File: src/rtl/lut4_cfg_loader_pkg.sv
// Shared definitions for the LUT4 config loader: FSM encoding, frame sizing
// and the mux4 primitive used to build the LUT read tree.
package lut4_cfg_loader_pkg;

    typedef enum logic [1:0] {
        IDLE   = 2'd0,
        GET_LO = 2'd1,
        GET_HI = 2'd2,
        COMMIT = 2'd3
    } state_t;

    localparam int LUT_INIT_W  = 16;
    localparam int FRAME_BYTES = 3;

    function automatic logic mux4(input logic [3:0] d, input logic [1:0] s);
        return d[s];
    endfunction

endpackage

File: src/rtl/lut4_cfg_loader_eval.sv
// LUT4 evaluation: 16:1 mux of an INIT word, built as four mux4 leaves feeding
// one mux4 root. sel = {D,C,B,A}, A is the LSB.
module lut4_eval
    import lut4_cfg_loader_pkg::*;
(
    input  logic [LUT_INIT_W-1:0] init,
    input  logic [3:0]            sel,
    output logic                  y
);

    logic [3:0] leaf;

    always_comb begin
        leaf = '0;
        for (int g = 0; g < 4; g++) begin
            leaf[g] = mux4(init[4*g +: 4], sel[1:0]);
        end
        y = mux4(leaf, sel[3:2]);
    end

endmodule

File: src/rtl/lut4_cfg_loader.sv
// Byte-serial loader for a bank of LUT4 cells plus a registered evaluation port.
// Frame = IDX, INIT[7:0], INIT[15:8]; the word is written in the COMMIT cycle.
module lut4_cfg_loader
    import lut4_cfg_loader_pkg::*;
#(
    parameter int                    NUM_LUTS     = 8,
    parameter int                    IDX_W        = 3,
    parameter logic [LUT_INIT_W-1:0] INIT_DEFAULT = 16'h0000
) (
    input  logic             CLK,
    input  logic             RST,
    input  logic             s_valid,
    input  logic [7:0]       s_data,
    output logic             s_ready,
    output logic             busy,
    output logic             wr_done,
    output logic             err_addr,
    input  logic             clr_err,
    input  logic [IDX_W-1:0] eval_sel,
    input  logic             A,
    input  logic             B,
    input  logic             C,
    input  logic             D,
    output logic             Z,
    output logic [1:0]       dbg_state
);

    // Handshake: a byte transfers on a rising CLK edge when s_valid & s_ready;
    // s_ready depends only on the FSM state, never on s_valid.

    state_t                  state_q, state_d;
    logic [IDX_W-1:0]        idx_q, idx_d;
    logic [7:0]              lo_q, lo_d;
    logic [7:0]              hi_q, hi_d;
    logic                    err_q, err_d;
    logic                    z_q, z_d;
    logic [LUT_INIT_W-1:0]   bank_q [NUM_LUTS];
    logic [LUT_INIT_W-1:0]   bank_d [NUM_LUTS];

    logic                    xfer;
    logic                    idx_ok;
    logic                    sel_ok;
    logic [LUT_INIT_W-1:0]   sel_init;
    logic                    eval_y;

    assign idx_ok = {1'b0, idx_q}    < (IDX_W+1)'(NUM_LUTS);
    assign sel_ok = {1'b0, eval_sel} < (IDX_W+1)'(NUM_LUTS);

    assign s_ready   = (state_q != COMMIT);
    assign busy      = (state_q != IDLE);
    assign wr_done   = (state_q == COMMIT) && idx_ok;
    assign err_addr  = err_q;
    assign Z         = z_q;
    assign dbg_state = state_q;
    assign xfer      = s_valid && s_ready;

    always_comb begin
        state_d = state_q;
        idx_d   = idx_q;
        lo_d    = lo_q;
        hi_d    = hi_q;
        bank_d  = bank_q;
        err_d   = err_q && !clr_err;
        case (state_q)
            IDLE: if (xfer) begin
                idx_d   = s_data[IDX_W-1:0];
                state_d = GET_LO;
            end
            GET_LO: if (xfer) begin
                lo_d    = s_data;
                state_d = GET_HI;
            end
            GET_HI: if (xfer) begin
                hi_d    = s_data;
                state_d = COMMIT;
            end
            COMMIT: begin
                state_d = IDLE;
                // Out-of-range index sets the sticky error, overriding clr_err.
                if (!idx_ok) err_d = 1'b1;
                for (int i = 0; i < NUM_LUTS; i++) begin
                    if (idx_q == IDX_W'(i)) bank_d[i] = {hi_q, lo_q};
                end
            end
            default: state_d = IDLE;
        endcase
    end

    // Eval reads bank_q, so a cell written in COMMIT still shows its old INIT.
    always_comb begin
        sel_init = '0;
        for (int i = 0; i < NUM_LUTS; i++) begin
            if (eval_sel == IDX_W'(i)) sel_init = bank_q[i];
        end
        z_d = sel_ok && eval_y;
    end

    lut4_eval u_eval (
        .init (sel_init),
        .sel  ({D, C, B, A}),
        .y    (eval_y)
    );

    always_ff @(posedge CLK) begin
        if (RST) begin
            state_q <= IDLE;
            idx_q   <= '0;
            lo_q    <= '0;
            hi_q    <= '0;
            err_q   <= 1'b0;
            z_q     <= INIT_DEFAULT[0];
            for (int i = 0; i < NUM_LUTS; i++) bank_q[i] <= INIT_DEFAULT;
        end else begin
            state_q <= state_d;
            idx_q   <= idx_d;
            lo_q    <= lo_d;
            hi_q    <= hi_d;
            err_q   <= err_d;
            z_q     <= z_d;
            for (int i = 0; i < NUM_LUTS; i++) bank_q[i] <= bank_d[i];
        end
    end

endmodule

File: config.mk
export PLATFORM = sky130hd
export DESIGN_NAME = lut4_cfg_loader
export DESIGN_NICKNAME = d
export VERILOG_FILES = /design/src/rtl/lut4_cfg_loader_pkg.sv /design/src/rtl/lut4_cfg_loader_eval.sv /design/src/rtl/lut4_cfg_loader.sv
export SDC_FILE = /design/constraint.sdc
export NUM_CORES = 1
export LEC_CHECK = 0
export CAP_MARGIN = 0
export CORE_ASPECT_RATIO = 1.25
export CORE_MARGIN = 4
export CORE_UTILIZATION = 57
export DETAILED_ROUTE_END_ITERATION = 8
export DONT_BUFFER_PORTS = 1
export PLACE_DENSITY = 0.75
export SLEW_MARGIN = 20
export SYNTH_ARGS = -nofsm -noshare
export SYNTH_HDL_FRONTEND = slang
export SYNTH_HIERARCHICAL = 1
export SYNTH_SLANG_ARGS = --single-unit
File: constraint.sdc
create_clock -name CLK -period 2.8 [get_ports CLK]
set_input_delay 0.7 -clock CLK [delete_from_list [all_inputs] [get_ports CLK]]
set_output_delay 0.7 -clock CLK [all_outputs]
set_load 0.005 [all_outputs]
# Word-level counts from Yosys, hierarchy flattened
# Index checks and enable logic that the tools add are counted.
# word_totals
register_bits	151
in_bits	19
out_inout_bits	7
elab_cells	78
# op_classes
order_cmp	2
eq_ne	21
muxes	22
n_reduce_logical	19
# ops
operator	n
2-to-1 mux 16 bit	8
== test 3 bit, second input constant	8
AND reduction 2 bit	11
== test 3 x 2 -> 1 bit, second input constant	4
binary-select mux 1 bit (select 2 bit)	5
inequality test 2 bit, second input constant	4
one-hot mux 2 bit (4 select lines)	1
== test 3 x 1 -> 1 bit, second input constant	2
logical NOT 3 bit	2
< comparator 2 x 3 -> 1 bit, second input constant	2
2-to-1 mux 2 bit	3
2-to-1 mux 1 bit	5
== test 2 bit, second input constant	2
AND reduction 3 bit	1
== test 2 x 1 -> 1 bit, second input constant	1
logical AND 1 bit	2
logical NOT 2 bit	1
nonzero test 2 bit	1
logical NOT 1 bit	1

# Depth between registers and ports, before layout
# Gate-level depths: netlist of run 1.
# logic_depth
depth_word	13
ltp_mapped	11
ltp_nobuf	8

# Hierarchy
# The synthesis of run 1 kept the hierarchy.
# modules_own_cells
mod	n_inst	cells_per_inst	area_per_inst_um2	seq_area_each_um2
lut4_cfg_loader	1	773	6459.9	3022.9
lut4_eval	1	7	135.1	0.0

# Least setup slack after synthesis of run 1
# OpenSTA, ideal clock, no wires.
# synth_path
path_kind	in2reg
start	in eval_sel[1]
end	reg z_q, in the netlist Z
setup_time_ps	126
arrival_time_ps	2555
slack_ps	118
path_stages	9
n_path_buf	3
cell_sequence	buf_6 buf_6 buf_2 mux4_2 mux2_2 mux4_1 mux2i_1 mux2i_1 nor2b_1
# synth_via
elab_chain_len	13
# synth_rtl
item	line_no	source
from (decl)	lut4_cfg_loader.sv:19	input logic [IDX_W-1:0] eval_sel,
logical NOT 3 bit	lut4_cfg_loader.sv:93	if (eval_sel == IDX_W'(i)) sel_init = bank_q[i];
2-to-1 mux 16 bit (7 in series)	lut4_cfg_loader.sv:93	
2-to-1 mux 16 bit (*)	lut4_cfg_loader.sv:93	
named net sel_init[9]	lut4_cfg_loader.sv:43	logic [LUT_INIT_W-1:0] sel_init;
binary-select mux 1 bit (select 2 bit) (*)	lut4_cfg_loader_pkg.sv:16	return d[s];
2-to-1 mux 1 bit (implied by the code) (*)	lut4_cfg_loader_pkg.sv:16	
binary-select mux 1 bit (select 2 bit) (*)	lut4_cfg_loader_pkg.sv:16	
2-to-1 mux 1 bit (implied by the code) (*)	lut4_cfg_loader_pkg.sv:16	
named net eval_y	lut4_cfg_loader.sv:44	logic eval_y;
to (signal assigned)	lut4_cfg_loader.sv:111	z_q <= INIT_DEFAULT[0];
to (signal assigned)	lut4_cfg_loader.sv:119	z_q <= z_d;
to (decl)	lut4_cfg_loader.sv:36	logic z_q, z_d;
# The timed path passes the listed nets; every way through them passes the cells marked *. The select of a mux whose other input is x is not followed.
# A chain may end at the register's enable or synchronous reset.

# Worst setup path in the final report of run 1
# layout_path
start	reg state_q[0], in the netlist dbg_state[0]
end	reg lo_q[2]
# layout_via
elab_chain_len	3
# layout_rtl
item	line_no	source
from (decl)	lut4_cfg_loader.sv:31	state_t state_q, state_d;
from (signal assigned)	lut4_cfg_loader.sv:114	state_q <= state_d;
inequality test 2 bit	lut4_cfg_loader.sv:49	assign s_ready = (state_q != COMMIT);
logical AND 1 bit	lut4_cfg_loader.sv:55	assign xfer = s_valid && s_ready;
AND reduction 2 bit (no line) (*)	n/a	
to (signal assigned)	lut4_cfg_loader.sv:116	lo_q <= lo_d;
to (decl)	lut4_cfg_loader.sv:33	logic [7:0] lo_q, lo_d;
# Mark *: on every way between the ends. The rest lies on a longest branch, timed or not.

==> impl_metrics.csv, run 1 <==
group,metric,value,unit
sta,slew_violations,0,
outcome,status,"finished, final reports clean",
place,io_buffers,0,
route,ant_nets,0,
clock_network,clkTransAtPathRegs,0.06,ns
setup_path,regToRegEndpoint,"lo_q[2]",
power,power,0.004591,W
setup_path,critical-path-slowest-cell,"nor2b_1",
route,firstDrtPassIters,6,
route,num_vias,5431,
route,wl,17010,microns
logic_synthesis,syn_nets,803,
final_layout,antenna_cells,0,
route,viasPerCell,6.089,
final_layout,mostFrequentLayoutCell,"nand2_1",
logic_synthesis,synth_seq_area_share,45.84,%
setup_path,cp_max_fo,16,
route,wire_per_inst,19.06,microns
logic_synthesis,syn_area_per_cell,8.455,sq um
worst_hold_path,worstHoldPathCells,1,
floorplan,dieArea,13370,sq um
setup_path,critPathMaxStageDelay,0.79,ns
logic_synthesis,synth-edff-count,0,
sta,fmax,0.4336,GHz
final_layout,final_cell_mix,"284 x nand2_1, 152 x a21oi_1, 151 x dfxtp_1, 28 x mux4_2, 22 x nand3_1",
logic_synthesis,synth-async-reset-ratio,0,%
sta,worst_pin_slew,0.9285,ns
clock_network,cts_resized,0,
place,dpl.hpwl,10030,microns
sta,clock_skew,0.007076,ns
sta,relSlewSlack,37.97,%
grt,overflow,0,
setup_path,end_kind,"register",
clock_network,cts.hold.buffers_added,0,
floorplan,initial_utilization,58.93,%
final_layout,nets,768,
setup_path,worstSetupPathType,"reg -> reg",
clock_network,clock_latency,0.42,ns
floorplan,die_w,104.2,microns
setup_path,crit_top_cell,"nand2_1",
flow_run,cap_violations,0,
clock_network,cts_setup_buffers,0,
setup_path,rrSetupSlack,0.49,ns
sta,fin_crit_sh,82.36,%
logic_synthesis,synth-main-ff-cell,"dfxtp_1",
clock_network,cts_sinks,151,
worst_hold_path,whs_endpoint,"lo_q[5]",
worst_hold_path,min_from,"RST",
setup_path,r2r_cells,5,
logic_synthesis,synth.distinct_cells,30,
route,drt_iter0_markers,565,
power,vdd.ir_drop.worst,457.4,uV
setup_path,worstPathRequired,3.11,ns
power,cellPowerDensity,646.6,nW/um^2
grt,grt_max_degree,152,
clock_network,cts_made_buffers,17,
clock_network,htree_num_levels,4,
logic_synthesis,syn_area,6595,sq um
power,power_leakage,2.315,nW
logic_synthesis,yosys_warnings,6,
logic_synthesis,syn_inst,780,
place,place.gp.congestion,0.8270,
route,route.detailed.drc,0,
setup_path,arrival,2.61,ns
setup_path,r2r_start,"dbg_state[0]",
floorplan,core_area,11190,sq um
floorplan,rows,43,
grt,grt_pass1_wl,27210,microns
setup_path,worstPathCellList,"ha_1 > nor2b_1 > nand2_1 > nand2_1 > a21oi_1",
clock_network,cts-root-buf,"clkbuf_16",
final_layout,final_layout_size_suffix_gt1_share,12.81,%
sta,grt_setup_unrepaired,"no",
logic_synthesis,synth-seq-cells,151,
clock_network,clockBufferDepth,2,
setup_path,crit_buf_inv,0,
sta,finalCriticalPeriod,2.306,ns
worst_hold_path,hold_path.class,"in -> reg",
sta,tns,0,ns
setup_path,critical_path_depth,5,
sta,hold_viol_final,0,
grt,grt_pass1_vias,5365,
floorplan,die_h,128.3,microns
setup_path,startpoint_type,"register",
floorplan,io_pins,26,
clock_network,cts_tree,"yes",
grt,grt.total_usage,26.21,%
final_layout,syn_to_final_growth,7.646,%
sta,setup_viol,0,
grt,antenna_found_initial,0,
setup_path,crit_family,"simple AND/OR/NAND/NOR gates",
cells by family (layout without fill, tap and decap cells):
family	count (synthesis)	in the layout	synth area share [%]
buf+inv	73	50	5.255
compound gates	157	157	12.07
flops	151	151	45.84
fa+ha+maj	4	4	0.7589
simple gates	342	342	21.44
mux	53	53	14.65
synth_stat cells (2+ instances only):
cell type | n | share of area, %
nor3_1 | 5 | 0.38
buf_4 | 5 | 0.57
dfxtp_1 | 151 | 46
o22ai_1 | 2 | 0.19
nand3_1 | 22 | 1.7
mux4_2 | 28 | 9.6
nor2_1 | 6 | 0.34
buf_6 | 2 | 0.34
a22o_1 | 2 | 0.27
nand2_1 | 284 | 16
clkbuf_1 | 29 | 1.7
nor2b_1 | 6 | 0.57
buf_2 | 31 | 2.4
mux2_2 | 16 | 2.7
nor3_4 | 2 | 0.49
nand2b_1 | 4 | 0.38
mux2i_1 | 5 | 0.76
nor2_2 | 4 | 0.38
ha_1 | 4 | 0.76
inv_1 | 6 | 0.34
a21oi_1 | 152 | 12
nand2_2 | 3 | 0.28
mux4_1 | 4 | 1.6
stage by stage:
| step | std cells | utilization (%) | hold WS [ns] | instance area (sq um) | setup WS, ns |
|---|---|---|---|---|---|
| after floorplan | 780 | - | 0.4329 | 6595 | 0.1182 |
| after global placement | 861 | 58.42 | 0.4329 | 6538 | 0.2890 |
| after detailed placement | 861 | 58.42 | 0.4405 | 6538 | 0.2167 |
| after CTS | 892 | 63.44 | 0.3357 | 7099 | 0.4873 |
| after global routing | 892 | 63.44 | 0.3338 | 7099 | 0.2191 |
| final | 892 | 63.44 | 0.3417 | 7099 | 0.4938 |
area by class of cell:
| cell class | count | area (sq um) |
|---|---|---|
| well taps | 135 | 168.9 |
| multi-input cells | 556 | 3226 |
| inverters | 6 | 22.52 |
| clock inverters | 12 | 128.9 |
| clock buffers | 19 | 432.9 |
| fillers | 933 | 4091 |
| flip-flops and latches | 151 | 3023 |
| repair buffers | 13 | 97.59 |
routing by layer:
| layer | share of wire (%) | GRT usage [%] | vias to the layer above |
|---|---|---|---|
| met1 | 37 | 31.32 | 2559 |
| met3 | 10 | 6.851 | 59 |
| met2 | 49 | 44.09 | 262 |
| met5 | 0 | 0 | - |
| li1 | - | - | 2551 |
| met4 | 3.5 | 12.91 | 0 |
sequential cells by signal, indices dropped and copies added (netlist names):
| name | cells |
|---|---|
| bank_q | 128 |
| hi_q | 8 |
| lo_q | 8 |
| idx_q | 3 |
| dbg_state | 2 |
| Z | 1 |
| err_addr | 1 |
worst max path at each step:
stage                         end         start
final                     lo_q[2]  dbg_state[0]
after global routing      lo_q[2]  dbg_state[0]
after floorplan                 Z   eval_sel[1]
after global placement          Z   eval_sel[0]
after CTS                 lo_q[2]  dbg_state[0]
after detailed placement        Z   eval_sel[0]
worst register-to-register path: cells and delay by family (launching register included):
family	cells	cell delay, ns
AO/OA/AOI/OAI	1	0.08
adder cells (fa/ha/maj)	1	0.39
flip-flops	1	0.37
AND/OR/NAND/NOR	3	1.35
report_power, final:
| group | switching, W | leakage [nW] | internal (W) |
|---|---|---|---|
| combinational | 0.0000952 | 0.829 | 0.0000733 |
| clock | 0.000886 | 0.269 | 0.00130 |
| sequential | 0.0000589 | 1.22 | 0.00217 |
| total | 0.00104 | 2.32 | 0.00355 |
Note: power is estimated with default switching activity, not from simulation.
==> inputs of run 2 (changes only) <==
--- a/config.mk
+++ b/config.mk
@@ -5,13 +5,14 @@
 export SDC_FILE = /design/constraint.sdc
 export NUM_CORES = 1
 export LEC_CHECK = 0
+export ABC_AREA = 1
 export CAP_MARGIN = 0
 export CORE_ASPECT_RATIO = 1.25
 export CORE_MARGIN = 4
-export CORE_UTILIZATION = 57
+export CORE_UTILIZATION = 63
 export DETAILED_ROUTE_END_ITERATION = 8
 export DONT_BUFFER_PORTS = 1
-export PLACE_DENSITY = 0.75
+export PLACE_DENSITY = 0.79
 export SLEW_MARGIN = 20
 export SYNTH_ARGS = -nofsm -noshare
 export SYNTH_HDL_FRONTEND = slang
==> constraint.sdc (replaced) <==
create_clock -name CLK -period 2.4 [get_ports CLK]
set_input_delay 0.6 -clock CLK [delete_from_list [all_inputs] [get_ports CLK]]
set_output_delay 0.6 -clock CLK [all_outputs]
set_load 0.005 [all_outputs]
==> impl_metrics.csv, run 2 <==
group,metric,value,unit
logic_synthesis,synth_commonest_cells,"175 x nor2_1, 151 x dfxtp_1, 89 x a211oi_2",
clock_network,clock_latency,0.42,ns
final_layout,syn_to_final_growth,6.684,%
grt,grt_max_degree,152,
sta,fin_crit_sh,83.11,%
place,dp_cells,915,
logic_synthesis,yosysTopAreaCellShare,42.39,%
floorplan,initial_utilization,64.35,%
final_layout,final_cell_mix,"175 x nor2_1, 151 x dfxtp_1, 89 x a211oi_2, 87 x nand2_1, 80 x nand4_1",
route,wl,18030,microns
sta,grt_setup_unrepaired,"no",
sta,tns,0,ns
setup_path,arrival,2.32,ns
logic_synthesis,synth-async-reset-ratio,0,%
worst_hold_path,worstHoldPathCells,1,
sta,slew_violations,0,
route,route.detailed.drc,0,
setup_path,cp_max_fo,17,
flow_run,cap_violations,0,
setup_path,end_kind,"register",
setup_path,worstPathRequired,2.73,ns
route,drt_iter0_markers,668,
logic_synthesis,synth-edff-count,0,
grt,grt_pass1_wl,29320,microns
logic_synthesis,syn_area_per_cell,8.562,sq um
logic_synthesis,synth_seq_area_share,42.39,%
logic_synthesis,syn_area,7132,sq um
setup_path,critPathMaxStageDelay,0.42,ns
setup_path,startpoint_type,"register",
power,vdd.ir_drop.worst,639.5,uV
floorplan,die_h,127.0,microns
final_layout,mostFrequentLayoutCell,"nor2_1",
power,power_leakage,2.513,nW
setup_path,crit_buf_inv,3,
clock_network,htree_num_levels,4,
final_layout,regMostFlops,"bank_q",
logic_synthesis,yosys.area.top_type,"dfxtp_1",
logic_synthesis,yosys_warnings,6,
power,seqPwrFrac,45.8,%
setup_path,critical-path-slowest-cell,"dfxtp_1",
setup_path,worstSetupPathType,"reg -> reg",
clock_network,cts_made_buffers,17,
final_layout,nets,822,
final_layout,final_layout_size_suffix_gt1_share,21.06,%
setup_path,crit_family,"buffers and inverters",
sta,relSlewSlack,54.90,%
place,dpl.hpwl,11430,microns
clock_network,cts_sinks,151,
route,firstDrtPassIters,6,
setup_path,worstPathCellList,"ha_1 > nand2_2 > inv_2 > nand2_1 > inv_2 > buf_12 > nor2_1 > a211oi_1",
power,swShare,27.81,%
clock_network,clkTransAtPathRegs,0.06,ns
logic_synthesis,synth.area.top_cells,"dfxtp_1 42%, a211oi_2 16%, nor2_1 9.2%",
power,power_frac_comb,11.1,%
place,place.gp.congestion,0.8873,
power,p_int,0.004245,W
floorplan,io_pins,26,
grt,grt.total_usage,28.58,%
floorplan,dieArea,13100,sq um
grt,antenna_found_initial,0,
power,cellPowerDensity,772.8,nW/um^2
final_layout,top_regs,"bank_q (128), hi_q (8), lo_q (8)",
route,num_vias,6034,
logic_synthesis,synth_most_common_cell,"nor2_1",
floorplan,rows,43,
route,ant_nets,0,
clock_network,cts_setup_buffers,0,
final_layout,antenna_cells,0,
logic_synthesis,syn_inst,833,
sta,hold_viol_final,0,
grt,overflow,0,
floorplan,die_w,103.2,microns
sta,finalCriticalPeriod,1.995,ns
sta,fmax,0.5014,GHz
setup_path,r2r_start,"dbg_state[0]",
sta,clock_skew,0.009411,ns
worst_hold_path,min_from,"clr_err",
sta,worst_pin_slew,0.6749,ns
outcome,status,"finished, final reports clean",
clock_network,cts_tree,"yes",
logic_synthesis,synth-main-ff-cell,"dfxtp_1",
power,clock_power_share,43.1,%
setup_path,regToRegEndpoint,"bank_q[32]",
final_layout,final_cells,947,
worst_hold_path,hold_path.class,"in -> reg",
route,wire_per_inst,19.04,microns
floorplan,core_area,11080,sq um
setup_path,r2r_cells,8,
setup_path,rrSetupSlack,0.41,ns
logic_synthesis,synth-seq-cells,151,
power,power.switching,0.001635,W
clock_network,cts_resized,0,
clock_network,clockBufferDepth,2,
logic_synthesis,syn_nets,856,
worst_hold_path,whs_endpoint,"err_addr",
clock_network,cts-root-buf,"clkbuf_16",
final_layout,largest_reg_flops,128,
logic_synthesis,synth.distinct_cells,26,
sta,setup_viol,0,
route,viasPerCell,6.372,
setup_path,crit_top_cell,"inv_2",
place,io_buffers,0,
grt,grt_pass1_vias,5850,
clock_network,cts.hold.buffers_added,0,
-- run 2: power groups by stage --
| stage | clock (W) | sequential (W) | combinational, W |
|---|---|---|---|
| 6_report | 0.00253 | 0.00269 | 0.000651 |
| 5_1_grt | 0.00265 | 0.00270 | 0.000705 |
| 4_1_cts | 0.00255 | 0.00269 | 0.000642 |
| 3_5_place_dp | 0 | 0.00275 | 0.000636 |
| 3_3_place_gp | 0 | 0.00274 | 0.000611 |
| 2_1_floorplan | 0 | 0.00272 | 0.000571 |
-- run 2: cells by family (layout without fill, tap and decap cells) --
family,count (synthesis),count (layout),share of synthesized area [%]
compound gates,151,151,21.70
flops,151,151,42.39
buf+inv,134,113,9.754
simple gates,393,393,25.46
fa+ha+maj,4,4,0.7018
-- run 2: worst max-delay path by stage --
stage / slack, ns / cells past startpoint / to / from
after CTS: 0.42 / 8 / bank_q[32] / dbg_state[0]
after global routing: 0.26 / 8 / bank_q[32] / dbg_state[0]
final: 0.41 / 8 / bank_q[32] / dbg_state[0]
after global placement: 0.21 / 13 / Z / eval_sel[1]
after floorplan: 0.50 / 14 / Z / eval_sel[1]
after detailed placement: 0.23 / 13 / Z / eval_sel[1]
-- run 2: worst reg2reg max path, delay by kind of cell (launching register included) --
kind            cells  cell delay [ns]
compound gates      1             0.17
fa+ha+maj           1             0.36
buf+inv             3             0.61
flops               1             0.42
simple gates        3             0.33
-- run 2: through the flow --
stage	total power [W]	utilization [%]	worst slack, ns	instance area, sq um	hold slack (ns)
floorplan	0.003296	-	0.4994	7132	0.4439
global placement	0.003354	63.57	0.2118	7046	0.4477
detailed placement	0.003383	63.57	0.2343	7046	0.4521
CTS	0.005880	68.65	0.4247	7609	0.2383
global route	0.006061	68.65	0.2613	7609	0.2383
finish	0.005880	68.65	0.4054	7609	0.2455
-- run 2: layout make-up --
type                       count  area [sq um]
fill                         821          3475
multi-input combinational    548          3413
sequential                   151          3023
clock buffer                  18         439.2
inverter                      67         260.3
timing repair buffer          14         180.2
tap                          135         168.9
clock inverter                14         123.9
-- run 2: routing by layer --
| metal | global-route usage (%) | part of all wire [%] | vias up |
|---|---|---|---|
| met3 | 7.426 | 8.3 | 47 |
| li1 | - | - | 2834 |
| met1 | 36.31 | 40 | 2868 |
| met2 | 46.24 | 49 | 285 |
| met4 | 10.82 | 2.7 | 0 |
| met5 | 0 | 0 | - |
==> inputs of run 3 (changes only) <==
==> constraint.sdc (replaced) <==
create_clock -name CLK -period 1.9 [get_ports CLK]
set_input_delay 0.475 -clock CLK [delete_from_list [all_inputs] [get_ports CLK]]
set_output_delay 0.475 -clock CLK [all_outputs]
set_load 0.005 [all_outputs]
==> impl_metrics.csv, run 3 (synthesized netlist as in run 2, its figures left out) <==
group,metric,value,unit
outcome,status,"finished, final reports clean",
worst_hold_path,worstHoldPathCells,1,
setup_path,startpoint_type,"register",
route,firstDrtPassIters,5,
setup_path,critical-path-slowest-cell,"dfxtp_1",
sta,worst_pin_slew,0.5166,ns
worst_hold_path,hold_path.class,"in -> reg",
sta,fmax,0.5651,GHz
floorplan,initial_utilization,64.35,%
setup_path,arrival,1.29,ns
sta,tns,0,ns
setup_path,cp_max_fo,5,
clock_network,cts_tree,"yes",
floorplan,rows,43,
sta,finalCriticalPeriod,1.769,ns
sta,relSlewSlack,65.35,%
setup_path,end_kind,"output port",
final_layout,mostFrequentLayoutCell,"nor2_1",
setup_path,r2r_cells,8,
place,dpl.hpwl,11480,microns
floorplan,die_h,127.0,microns
sta,clock_skew,0.006980,ns
clock_network,cts.hold.buffers_added,0,
setup_path,worstPathRequired,1.42,ns
setup_path,critPathMaxStageDelay,0.43,ns
clock_network,clkTransAtPathRegs,0.06,ns
place,io_buffers,0,
grt,grt.total_usage,28.83,%
final_layout,final_layout_size_suffix_gt1_share,22.37,%
grt,antenna_found_initial,0,
route,viasPerCell,6.360,
final_layout,antenna_cells,0,
worst_hold_path,min_from,"clr_err",
power,vdd.ir_drop.worst,682.6,uV
sta,setup_viol,0,
floorplan,io_pins,26,
final_layout,syn_to_final_growth,10.00,%
setup_path,crit_buf_inv,2,
setup_path,rrSetupSlack,0.17,ns
final_layout,final_cell_mix,"175 x nor2_1, 151 x dfxtp_1, 89 x a211oi_2, 87 x nand2_1, 80 x nand4_1",
sta,grt_setup_unrepaired,"no",
route,num_vias,6118,
flow_run,cap_violations,0,
clock_network,clock_latency,0.42,ns
final_layout,top_regs,"bank_q (128), hi_q (8), lo_q (8)",
sta,whs,0.1210,ns
final_layout,utilization,70.78,%
worst_hold_path,whs_endpoint,"err_addr",
floorplan,core_area,11080,sq um
route,route.detailed.drc,0,
route,ant_nets,0,
floorplan,dieArea,13100,sq um
final_layout,largest_reg_flops,128,
grt,overflow,0,
final_layout,nets,837,
clock_network,cts_sinks,151,
sta,slew_violations,0,
power,power_leakage,2.616,nW
setup_path,crit_family,"flip-flops",
route,wire_per_inst,18.86,microns
setup_path,crit_top_cell,"inv_1",
sta,fin_crit_sh,93.13,%
clock_network,htree_num_levels,4,
sta,hold_viol_final,0,
route,drt_iter0_markers,712,
route,wl,18150,microns
grt,grt_pass1_vias,5969,
clock_network,cts_made_buffers,17,
clock_network,clockBufferDepth,2,
grt,grt_pass1_wl,29640,microns
place,place.gp.congestion,0.9451,
setup_path,regToRegEndpoint,"bank_q[25]",
setup_path,worstSetupPathType,"reg -> out",
setup_path,worstPathCellList,"inv_1 > ha_1 > inv_1",
floorplan,die_w,103.2,microns
clock_network,cts-root-buf,"clkbuf_16",
grt,grt_max_degree,152,
power,cellPowerDensity,984.9,nW/um^2
final_layout,regMostFlops,"bank_q",
setup_path,r2r_start,"dbg_state[0]",
==> run 3: cell count changes in the layout (fill, tap and decap cells not counted), sizes merged <==
cell | before | now
buf | 14 | 29
bufinv | 1 | 3
clkbuf | 18 | 21
clkinv | 25 | 21
clkinvlp | 1 | 3
inv | 54 | 51
==> run 3: per-layer routing <==
layer	part of all wire [%]	GRT usage [%]	vias to the layer above
met4	3.3	12.42	0
met2	49	45.98	296
met1	39	37.30	2914
met5	0	0	-
li1	-	-	2857
met3	8.1	6.271	51
==> run 3: worst max-delay path by stage <==
stage	end	startpoint	cells past startpoint
final	busy	dbg_state[0]	3
after global routing	busy	dbg_state[0]	3
after CTS	bank_q[25]	dbg_state[0]	8
after detailed placement	Z	eval_sel[2]	14
after global placement	Z	eval_sel[2]	14
after floorplan	Z	eval_sel[1]	14
==> run 3: final cells by class <==
type / count / area [sq um]
Inverter: 67 / 260.3
Clock buffer: 21 / 460.4
Timing Repair Buffer: 29 / 367.9
Sequential cell: 151 / 3023
Multi-Input combinational cell: 548 / 3416
Tap cell: 135 / 168.9
Clock inverter: 11 / 148.9
Fill cell: 766 / 3238
==> run 3: power breakdown <==
part / internal, W / switching (W)
Clock: 0.00214 / 0.00131
Combinational: 0.000253 / 0.000621
Sequential: 0.00331 / 0.0000954
Total: 0.00570 / 0.00203
==> run 3: through the flow <==
step                      power, W  worst slack (ns)  std cells  cell area [sq um]
after floorplan           0.004163            0.1244        833               7132
after global placement    0.004285           0.07169        930               7233
after detailed placement  0.004317           0.06294        930               7233
after CTS                 0.007713            0.1011        962               7843
after global routing      0.007982           0.06435        962               7845
final                     0.007726            0.1305        962               7845
==> run 3: what timing repair did <==
item	in CTS	in global routing
buffers inserted	0	0
resized for setup	0	1
endpoints found under the setup margin	0	11
